**config.mk**
```make
export PLATFORM = sky130hd
export DESIGN_NAME = reset_synchronizer
export DESIGN_NICKNAME = d
export VERILOG_FILES = /design/src/rtl/rst_sync_pkg.sv /design/src/rtl/bit_sync_chain.sv /design/src/rtl/reset_synchronizer.sv
export SDC_FILE = /design/constraint.sdc
export NUM_CORES = 1
export LEC_CHECK = 0
export BUFFER_PORTS_ARGS = -buffer_cell sky130_fd_sc_hd__buf_2
export CAP_MARGIN = 25
export CORE_MARGIN = 2
export CORE_UTILIZATION = 40
export CTS_CLUSTER_SIZE = 24
export DETAILED_ROUTE_END_ITERATION = 16
export HOLD_SLACK_MARGIN = 0.15
export PLACE_DENSITY = 0.7
export RECOVER_POWER = 100
export REMOVE_ABC_BUFFERS = 1
export SYNTH_ARGS = -nofsm -noshare
export SYNTH_HDL_FRONTEND = slang
export SYNTH_SLANG_ARGS = --single-unit
export TNS_END_PERCENT = 30
```
**constraint.sdc**
```tcl
create_clock -name clk -period 1.35 [get_ports clk]
set_clock_uncertainty 0.15 [all_clocks]
set_input_delay 0.27 -clock clk [delete_from_list [all_inputs] [get_ports clk]]
set_output_delay 0.27 -clock clk [all_outputs]
set_load 0.1 [all_outputs]
```
**src/rtl/rst_sync_pkg.sv**
```systemverilog
// Shared defaults and types for the reset synchronizer slice.
// Defaults give a 2-flop chain with a 2-cycle stretch and an 8-bit event counter.
package rst_sync_pkg;

    localparam int RST_SYNC_STAGES_DEF  = 2;
    localparam int RST_SYNC_STRETCH_DEF = 2;
    localparam int RST_SYNC_CNT_W_DEF   = 8;

    typedef logic [RST_SYNC_CNT_W_DEF-1:0] rst_cnt_t;

endpackage

```
**src/rtl/bit_sync_chain.sv**
```systemverilog
// Single-bit shift-register synchronizer; every stage is exposed so the parent can look one stage ahead.
// One stage per clock edge. There is no backpressure. Synchronous reset loads every stage with RST_VAL.
module bit_sync_chain
    import rst_sync_pkg::*;
#(
    parameter int STAGES  = RST_SYNC_STAGES_DEF,
    parameter bit RST_VAL = 1'b1
) (
    input  logic              i_clk,
    input  logic              i_rst_n,
    input  logic              i_d,
    output logic [STAGES-1:0] o_s
);

    logic [STAGES-1:0] r_s;

    always_ff @(posedge i_clk) begin
        if (!i_rst_n) begin
            r_s <= {STAGES{RST_VAL}};
        end else begin
            r_s <= {r_s[STAGES-2:0], i_d};
        end
    end

    assign o_s = r_s;

endmodule

```
**src/rtl/reset_synchronizer.sv**
```systemverilog
// Synchronizes an async active-high reset request into clk with a minimum width of 1+STRETCH cycles.
// Asserts STAGES edges after the first high sample. Also emits a one-cycle pulse on each new assertion and a saturating count.
module reset_synchronizer
    import rst_sync_pkg::*;
#(
    parameter int STAGES  = RST_SYNC_STAGES_DEF,
    parameter int STRETCH = RST_SYNC_STRETCH_DEF,
    parameter int CNT_W   = RST_SYNC_CNT_W_DEF
) (
    input  logic             clk,
    input  logic             rst_n,
    input  logic             async_rst,
    output logic             sync_rst,
    output logic             sync_rst_n,
    output logic             rst_pulse,
    output logic [CNT_W-1:0] rst_count
);

    localparam int SW = (STRETCH > 0) ? $clog2(STRETCH + 1) : 1;
    localparam logic [SW-1:0] STRETCH_V = SW'(STRETCH);

    logic [STAGES-1:0] w_s;
    logic              w_synced;
    logic              w_synced_nxt;
    logic              w_rise;
    logic [SW-1:0]     w_cnt_nxt;
    logic              w_sync_rst_nxt;

    logic [SW-1:0]     r_cnt;
    logic              r_sync_rst;
    logic              r_sync_rst_n;
    logic              r_pulse;
    logic [CNT_W-1:0]  r_count;

    bit_sync_chain #(
        .STAGES  (STAGES),
        .RST_VAL (1'b1)
    ) u_chain (
        .i_clk   (clk),
        .i_rst_n (rst_n),
        .i_d     (async_rst),
        .o_s     (w_s)
    );

    // The penultimate stage is what synced will hold after this edge, so
    // the output flop sees "next synced" without adding a cycle of latency.
    assign w_synced     = w_s[STAGES-1];
    assign w_synced_nxt = w_s[STAGES-2];
    assign w_rise       = w_synced_nxt & ~w_synced;

    always_comb begin
        w_cnt_nxt = r_cnt;
        if (w_synced) begin
            w_cnt_nxt = STRETCH_V;
        end else if (r_cnt != '0) begin
            w_cnt_nxt = r_cnt - SW'(1);
        end
    end

    assign w_sync_rst_nxt = w_synced_nxt | (w_cnt_nxt != '0);

    always_ff @(posedge clk) begin
        if (!rst_n) begin
            r_cnt        <= STRETCH_V;
            r_sync_rst   <= 1'b1;
            r_sync_rst_n <= 1'b0;
            r_pulse      <= 1'b0;
            r_count      <= '0;
        end else begin
            r_cnt        <= w_cnt_nxt;
            r_sync_rst   <= w_sync_rst_nxt;
            r_sync_rst_n <= ~w_sync_rst_nxt;
            // A rise that lands inside an ongoing stretch is counted but not pulsed.
            r_pulse      <= w_rise & ~r_sync_rst;
            if (w_rise && (r_count != '1)) begin
                r_count <= r_count + CNT_W'(1);
            end
        end
    end

    assign sync_rst   = r_sync_rst;
    assign sync_rst_n = r_sync_rst_n;
    assign rst_pulse  = r_pulse;
    assign rst_count  = r_count;

endmodule

```
==> flow_summary.toml <==
[yosys]
ys_ff_latch = 15
ys.flop_type = "dfxtp_1"
synth_compound_area_share_pct = 18.3
synth.most_common_cell = "dfxtp_1"
synth_top_family_by_area = "simple AND/OR/NAND/NOR gates"
synth_fa_ha_area_share_pct = 1.93
yosys.area_share.simple_pct = 27.2
synthTopCellsByCount = "15 x dfxtp_1, 5 x nand2_1, 5 x nand2b_1"
synthCells = 65
synth-seq-area-share_pct = 46.2
synthMuxAreaShare_pct = 3.08
synthesis.area_um2 = 649
synth.distinct_cells = 31
synth_edf_count = 0
synth_top_area_share_pct = 46.2
postSynthAreaPerCell_um2 = 9.99
synth_xor_area_share_pct = 0
ys_warn_count = 0
synth-async-reset-ratio_pct = 0
synth_area_leaders = "dfxtp_1 46%, nand2b_1 4.8%, a211oi_1 4.6%, mux2i_1 3.1%, nand2_1 2.9%"
synth_largest_area_cell = "dfxtp_1"

[routing]
via_count = 671
drt-initial-drc-count = 13
post_drt_wl_per_cell_um = 16.4
drc = 0
wl_um = 1850
postRouteAntennaNets = 0
viasPerCell = 5.94
drt_pass1_iterations = 6

[setup_path]
cp_top_family = "flip-flops"
crit_fanout = 5
timing.rr.end = "rst_count[7]$_SDFFE_PN0P_"
r2r-start = "rst_count[0]$_SDFFE_PN0P_"
cp_slowest_cell = "dfxtp_4"
path_buf_inv = 2
path_cells = "buf_6 -> buf_12"
path_depth = 2
r2r_slack_ps = 10
cp.required_ps = 930
rr_worst_depth = 4
critPathLaunchType = "register"
cp-end-kind = "output port"
crit_arrival_ps = 970
worstSetupPathType = "register to output port"
max_stage_delay_ps = 390

[timing]
rsz0062_at_grt = "yes"
setup_viol = 3
finalMaxSlewViolations = 0
tightest_slew_ps = 388
hold_violations = 0
post-route-period-util_pct = 103
setup_slack_ps = -35.0
period_needed_ps = 1390
final.setup.tns_ps = -76.8
slew_headroom_pct = 74.1
timing.fmax_ghz = 0.722

[flow_run]
maxCapViolCount = 0

[clocking]
cts_buffers = 3
clk_latency_ps = 290
h-tree-depth = 1
cts.sinks = 15
ctsLongestPathBuffers = 2
cts_tree = "built"
path_clk_slew_ps = 90
root_buffer = "clkbuf_4"

[final_layout]
fin_cells = 113
diodes = 0
final_nets = 102
area_growth_pct = 69.6
drive_gt1_share_pct = 49.5

[worst_hold_path]
hp-start = "rst_n"
hold_class = "input port to register"
hold-path-endpoint = "rst_count[2]$_SDFFE_PN0P_"
min_path_cells = 3

[floorplanning]
num_io_pins = 14
rows = 14
die_area_um2 = 1960
die_w_um = 44.3
initial_core_util_pct = 43.1
coreArea_um2 = 1510
die_h_um = 44.3

[run_status]
run_status = "finished with violations"
violations = "negative setup slack"

[grt]
grt_max_degree = 11
grt.total_usage_pct = 18.9
grt_pass1_vias = 581
antenna_found_initial = 0
overflow = 0
grt_pass1_wl_um = 2660

[place]
dp_hpwl_um = 1130
port_buffers = 13
dp_cells = 102
gp_congestion = 0.852

[power]
power_mw = 0.762
power.leakage_nw = 0.440
powerDensity_nw_per_um2 = 692
ir_drop_mv = 0.601
==> stage by stage <==
stage | instance area (um^2) | setup slack, ps | hold WS, ps | util (%)
after CTS | 1080 | -48.5 | 155 | 71.4
after global placement | 965 | -39.7 | 254 | 64.0
after global routing | 1100 | -49.9 | 260 | 73.1
final | 1100 | -35.0 | 231 | 73.1
after floorplan | 639 | -883 | 193 | -
after detailed placement | 965 | -94.3 | 261 | 64.0
==> worst reg2reg max path, delay by kind of cell, from the launching register on <==
kind / cells / cell delay [ps]
DFF: 1 / 370
AOI/OAI and AO/OA: 2 / 320
and+or+nand+nor: 1 / 270
buffers and inverters: 1 / 130
==> metal layers <==
metal | routed length, um | part of all wire (%) | vias up | track usage, %
met5 | 0 | 0 | - | 0
met4 | 49 | 2.6 | 0 | 13.3
met3 | 129 | 7.0 | 7 | 4.08
met2 | 926 | 50 | 29 | 29.7
met1 | 748 | 40 | 319 | 22.8
li1 | - | - | 316 | -
==> report_power, final <==
group	total, mW	switching (mW)	internal (mW)
clock network	0.259	0.149	0.110
logic	0.0604	0.0330	0.0274
registers	0.443	0.00750	0.436
==> worst max path at each step <==
| stage | startpoint | to | slack (ps) |
|---|---|---|---|
| global route | rst_count[1]$_SDFFE_PN0P_ | rst_count[1] | -50 |
| CTS | rst_count[0]$_SDFFE_PN0P_ | rst_count[7]$_SDFFE_PN0P_ | -50 |
| global placement | rst_count[0]$_SDFFE_PN0P_ | rst_count[4]$_SDFFE_PN0P_ | -40 |
| floorplan | rst_count[1]$_SDFFE_PN0P_ | rst_count[7]$_SDFFE_PN0P_ | -880 |
| finish | rst_count[4]$_SDFFE_PN0P_ | rst_count[4] | -40 |
| detailed placement | rst_count[0]$_SDFFE_PN0P_ | rst_count[1]$_SDFFE_PN0P_ | -90 |
==> cells by family after synthesis <==
group / Yosys count
compound gates: 15
fa+ha+maj: 1
buf+inv: 5
flops: 15
mux: 2
simple gates: 27
==> registers in the layout, summed over array words and instances, names as in the netlist <==
name and count:
rst_count 8, u_chain.o_s 2, sync_rst_n 1, rst_pulse 1, sync_rst 1, r_cnt 2
==> timing repair <==
item | in CTS | in global routing
hold buffers | 3 | 0
hold endpoints to repair | 2 | 0
pin swaps | 0 | 6
setup buffers | 4 | 2
gates cloned | 0 | 0
setup endpoints to repair | 14 | 12
gates resized for setup | 15 | 16
==> placed cells by master (no fill, tap or decap), types with 3 or more instances in the layout <==
master / n
nand2_1: 5
dlygate4sd3_1: 3
dfxtp_4: 7
buf_12: 5
clkbuf_4: 3
buf_4: 9
nand2b_1: 5
buf_6: 10
nor3_1: 3
inv_1: 3
dfxtp_1: 7
==> cell type report <==
class | instances | area [um^2]
fillers | 118 | 405
multi-input cells | 45 | 380
repair buffers | 30 | 334
flip-flops and latches | 15 | 328
clock buffers | 3 | 22.5
well taps | 16 | 20.0
inverters | 3 | 11.3
clock inverters | 1 | 5.00
(Power assumes the default switching activity.)
